===== config.mk =====
export PLATFORM = sky130hd
export DESIGN_NAME = lsb_enum
export DESIGN_NICKNAME = d
export VERILOG_FILES = /design/src/rtl/lsb_enum_pkg.sv /design/src/rtl/lsb_pri_enc.sv /design/src/rtl/lsb_enum.sv
export SDC_FILE = /design/constraint.sdc
export NUM_CORES = 1
export LEC_CHECK = 0
export ABC_AREA = 0
export ABC_CLOCK_PERIOD_IN_PS = 3100
export CORE_ASPECT_RATIO = 1.5
export CORE_MARGIN = 4
export CORE_UTILIZATION = 30
export DETAILED_ROUTE_END_ITERATION = 16
export GPL_TIMING_DRIVEN = 0
export PLACE_DENSITY = 0.55
export SYNTH_ARGS = -nofsm -noshare
export SYNTH_HDL_FRONTEND = slang
export SYNTH_HIERARCHICAL = 1
export SYNTH_SLANG_ARGS = --single-unit

===== constraint.sdc =====
create_clock -name clk -period 3.1 [get_ports clk]
set_clock_uncertainty 0.05 [all_clocks]
set_input_delay 0.62 -clock clk [delete_from_list [all_inputs] [get_ports clk]]
set_output_delay 0.62 -clock clk [all_outputs]
set_load 0.05 [all_outputs]

===== src/rtl/lsb_enum_pkg.sv =====
// ---------------------------------------------------------------------------
// lsb_enum_pkg
// Shared definitions for the set-bit enumerator slice.
//   WIDTH_DEFAULT : default width of the loaded word
//   state_t       : FSM state encoding (IDLE, SCAN, DONE)
// ---------------------------------------------------------------------------
package lsb_enum_pkg;

  localparam int WIDTH_DEFAULT = 32;

  typedef enum logic [1:0] {
    IDLE = 2'd0,
    SCAN = 2'd1,
    DONE = 2'd2
  } state_t;

endpackage


===== src/rtl/lsb_pri_enc.sv =====
// ---------------------------------------------------------------------------
// lsb_pri_enc
// Combinational priority encoder: returns the index of the lowest set bit
// of word. An all-zero word encodes as index 0; the caller decides whether
// the index is meaningful.
// Ports:
//   word : input  [WIDTH-1:0] word to encode
//   idx  : output [IDX_W-1:0] index of the lowest set bit
// ---------------------------------------------------------------------------
module lsb_pri_enc
  import lsb_enum_pkg::*;
#(
  parameter int WIDTH = WIDTH_DEFAULT,
  parameter int IDX_W = $clog2(WIDTH)
) (
  input  logic [WIDTH-1:0] word,
  output logic [IDX_W-1:0] idx
);

  // Scan from the top down so the last hit written is the lowest set bit.
  always_comb begin
    idx = '0;
    for (int i = WIDTH - 1; i >= 0; i--) begin
      if (word[i]) begin
        idx = IDX_W'(i);
      end
    end
  end

endmodule


===== src/rtl/lsb_enum.sv =====
// ---------------------------------------------------------------------------
// lsb_enum
// Enumerates the set bits of a loaded word in ascending index order, one
// index per accepted valid/ready beat, then pulses done for one cycle.
// Ports:
//   clk       : input  clock, rising edge
//   rst_n     : input  asynchronous active-low reset
//   load      : input  capture in1 on this edge (overrides any transfer)
//   in1       : input  [WIDTH-1:0] word to enumerate
//   out_valid : output out_idx holds a valid index (state SCAN)
//   out_ready : input  consumer accepts out_idx
//   out_idx   : output [IDX_W-1:0] lowest set bit of remaining (0 outside SCAN)
//   remaining : output [WIDTH-1:0] working word, accepted bits removed
//   busy      : output high in SCAN
//   done      : output one-cycle pulse after the last bit is accepted
//   count     : output [IDX_W:0] beats transferred since the last load
//               (only when LSB_ENUM_COUNT_EN is defined)
// Configuration macro: LSB_ENUM_COUNT_EN
// ---------------------------------------------------------------------------
module lsb_enum
  import lsb_enum_pkg::*;
#(
  parameter int WIDTH = WIDTH_DEFAULT,
  parameter int IDX_W = $clog2(WIDTH)
) (
  input  logic             clk,
  input  logic             rst_n,
  input  logic             load,
  input  logic [WIDTH-1:0] in1,
  output logic             out_valid,
  input  logic             out_ready,
  output logic [IDX_W-1:0] out_idx,
  output logic [WIDTH-1:0] remaining,
  output logic             busy,
`ifdef LSB_ENUM_COUNT_EN
  output logic             done,
  output logic [IDX_W:0]   count
`else
  output logic             done
`endif
);

  state_t           state;
  logic [WIDTH-1:0] rem_q;
  logic [WIDTH-1:0] rem_cleared;
  logic [IDX_W-1:0] low_idx;
  logic             beat;

  lsb_pri_enc #(
    .WIDTH (WIDTH),
    .IDX_W (IDX_W)
  ) u_pri_enc (
    .word (rem_q),
    .idx  (low_idx)
  );

  // Dropping the lowest set bit: x & (x - 1) clears exactly that bit.
  assign rem_cleared = rem_q & (rem_q - WIDTH'(1));
  assign beat        = out_valid & out_ready;

  // Status outputs are pure decodes of the state register, so they change
  // only on the clock edge (or immediately on reset).
  assign out_valid = (state == SCAN);
  assign busy      = (state == SCAN);
  assign done      = (state == DONE);
  assign out_idx   = (state == SCAN) ? low_idx : '0;
  assign remaining = rem_q;

  // FSM and working word. A load wins over any simultaneous transfer, so
  // the in-flight index is discarded and enumeration restarts from in1.
  always_ff @(posedge clk or negedge rst_n) begin
    if (!rst_n) begin
      state <= IDLE;
      rem_q <= '0;
    end else if (load) begin
      rem_q <= in1;
      state <= (in1 != '0) ? SCAN : DONE;
    end else begin
      case (state)
        SCAN: begin
          if (out_ready) begin
            rem_q <= rem_cleared;
            if (rem_cleared == '0) begin
              state <= DONE;
            end
          end
        end
        DONE:    state <= IDLE;
        IDLE:    state <= IDLE;
        default: state <= IDLE;
      endcase
    end
  end

`ifdef LSB_ENUM_COUNT_EN
  // Beat counter: restarts on each load and holds through DONE/IDLE.
  always_ff @(posedge clk or negedge rst_n) begin
    if (!rst_n) begin
      count <= '0;
    end else if (load) begin
      count <= '0;
    end else if (beat) begin
      count <= count + 1'b1;
    end
  end
`else
  // Beat detection only feeds the optional counter.
  logic unused_beat;
  assign unused_beat = beat;
`endif

endmodule


==> results.yml <==
critical_path:
  crit_path_cell_trace: "or4_4, or3_4, or4_2, o21ai_0, nor4bb_1, nand4_1, and2_1"
  cp_max_fo: 8
  required_ns: 3.22
  crit_path_max_incr_delay_ns: 0.59
  endpoint_kind: "flip-flop"
  crit_start: "remaining[22]"
  cp_num_buf_inv: 0
  slowest_stage: "or4_4"
  crit_arrival_ns: 3.07
  path_class: "flip-flop to flip-flop"
  start_kind: "flip-flop"
  timing.rr.start: "remaining[22]"
  crit_family: "simple AND/OR/NAND/NOR gates"
route:
  drtIter0Drc: 178
  drtPass1Iterations: 4
  routed-via-count: 2753
  wl_met2_um: 4620
  routedWlPerCell_um: 18.0
  post-route-drc-count: 0
  via_per_inst: 5.58
  drtAntennaViolNets: 0
  route.met3.wl_um: 425
  top_layer_used: "met4"
  routed_wl_um: 8890
  met1_length_um: 3660
clock_tree:
  cts_tree: "built"
  htree_levels: 2
  clock_path_buffers: 2
  clock_latency_ns: 0.28
  cts_num_sinks: 34
  clock-root-buffer: "clkbuf_16"
  cts-buffers-inserted: 5
  clk_pin_slew_ns: 0.05
timing:
  final-hold-violation-count: 0
  setup_tns_ns: 0
  period_minus_slack_ns: 2.95
  final_max_slew_viol_count: 0
  relSlewSlack_pct: 47.1
  worst_pin_slew_ns: 0.793
  fmax_ghz: 0.339
  setup_viol: 0
  fin_crit_sh_pct: 95.1
synthesis:
  synth_top_area_cell: "dfrtp_1"
  synth_nets: 343
  ys_seq_area_share_pct: 35.8
  synth_edf_count: 0
  netlist_area_mm2: 0.00238
  synth-seq-cells: 34
  synthFlopType: "dfrtp_1"
  netlist_instances: 307
  synth_top_area_share_pct: 35.8
  yosysWarnings: 6
  synth.distinct_cells: 47
  avgSynthCellArea_um2: 7.74
  yosys-top-cells-area: "dfrtp_1, o21ai_0, nand2_1"
  async_flop_share_pct: 100
place:
  port_buffers: 75
  place.gp.congestion: 0.845
  detailed_place_hpwl_um: 6730
  place_inst: 484
floorplanning:
  die_h_um: 117
  die_area_mm2: 0.00944
  start_util_pct: 31.0
  rows: 39
  ios: 76
  die_x_um: 80.7
  core_area_mm2: 0.00766
cells_and_area:
  final_cells: 493
  synthToLayoutAreaGrowth_pct: 44.9
  drive_gt1_share_pct: 9.72
  mostFrequentLayoutCells: "clkdlybuf4s50_1, o21ai_0, nand2_1, dfrtp_1, nor2_1"
  multi_input_area_mm2: 0.00150
  mostFrequentLayoutCell: "clkdlybuf4s50_1"
  regArea_um2: 853
  insertedDiodeCount: 0
  layout.nets: 426
  n_fill_cell: 820
power_and_ir_drop:
  ir_drop_uv: 212
  leakage_nw: 1.24
  power.density_mw_per_mm2: 477
global_route:
  grt_pass1_vias: 2618
  gr-usage-all-layers_pct: 19.0
  grt_pass1_wl_um: 13800
  grt_max_degree: 35
  grt-ovfl-total: 0
  antenna_found_initial: 0
min_path:
  hp-class: "input pin to asynchronous set/reset pin"
run_status:
  status: "complete, no violations"
run:
  drv_cap: 0
-- metal layers --
layer | vias to the layer above | GRT usage [%]
met3 | 11 | 2.99
met5 | - | 0
met1 | 1319 | 23.6
met2 | 81 | 33.0
li1 | 1342 | -
met4 | 0 | 7.10
-- where the power goes --
part / switching, mW / internal (mW) / leakage [nW]
logic: 0.307 / 0.192 / 0.745
clock network: 0.183 / 0.363 / 0.0832
registers: 0.114 / 0.483 / 0.412
total: 0.604 / 1.04 / 1.24
-- state kept, by name, summed over array words and instances (netlist names) --
signal	cells
state	2
remaining	32
-- metrics by stage --
step / setup slack (ns) / utilization (%) / hold slack [ns] / instance area (um2) / power, mW
4_1_cts: 0.00971 / 44.6 / 0.400 / 3410 / 1.64
5_1_grt: -0.00380 / 44.9 / 0.432 / 3440 / 1.71
6_report: 0.152 / 44.9 / 0.375 / 3440 / 1.64
3_5_place_dp: -0.0837 / 42.4 / 0.538 / 3250 / 1.09
2_1_floorplan: 0.138 / - / 0.274 / 2380 / 0.869
3_3_place_gp: -0.0856 / 42.5 / 0.518 / 3250 / 1.09
-- repair_timing --
item	CTS	global route
hold buffers	0	0
pin swaps	0	1
hold endpoints to repair	0	0
setup endpoints to repair	5	8
resized for setup	9	17
setup buffers	0	1
-- cells in the mapped netlist, drive strengths merged, types with 2 or more instances --
cell type	instances
o21ai	58
nand2	53
dfrtp	34
nor4	21
nor2	18
nor3	12
clkbuf	10
or3	10
or4	10
a21oi	8
o31ai	8
and2	7
inv	7
a2111oi	5
nand4	5
or2	5
a211oi	4
nand3	4
maj3	3
a21boi	2
a31oi	2
nand2b	2
nor2b	2
o2111ai	2
-- path summary, 6_finish.rpt --
| kind | to | slack [ns] | cells after the start |
|---|---|---|---|
| setup / recovery | state[0] | 0.15 | 7 |
| min in group clk | state[1] | 0.54 | 2 |
| setup reg to reg | state[0] | 0.15 | 7 |
| max in group asynchronous | remaining[29] | 2.07 | 1 |
| hold / removal | remaining[3] | 0.37 | 1 |
| hold reg to reg | state[1] | 0.54 | 2 |
-- area by class of cell --
cell class / instances / share of cell area (%)
Tap cell: 102 / 3.71
Buffer: 11 / 1.31
Sequential cell: 34 / 24.8
Clock buffer: 8 / 4.83
Timing Repair Buffer: 76 / 21.2
Inverter: 7 / 0.763
Multi-Input combinational cell: 255 / 43.4
-- cell families (layout without fill, tap and decap cells) --
group	after synthesis	count (layout)	share of synthesized area [%]
AND/OR/NAND/NOR	152	152	34.1
AO/OA/AOI/OAI	100	100	25.8
flip-flops	34	34	35.8
buffers and inverters	18	102	3.00
adder cells (fa/ha/maj)	3	3	1.26
No activity file was read; power rests on OpenSTA's default activity.
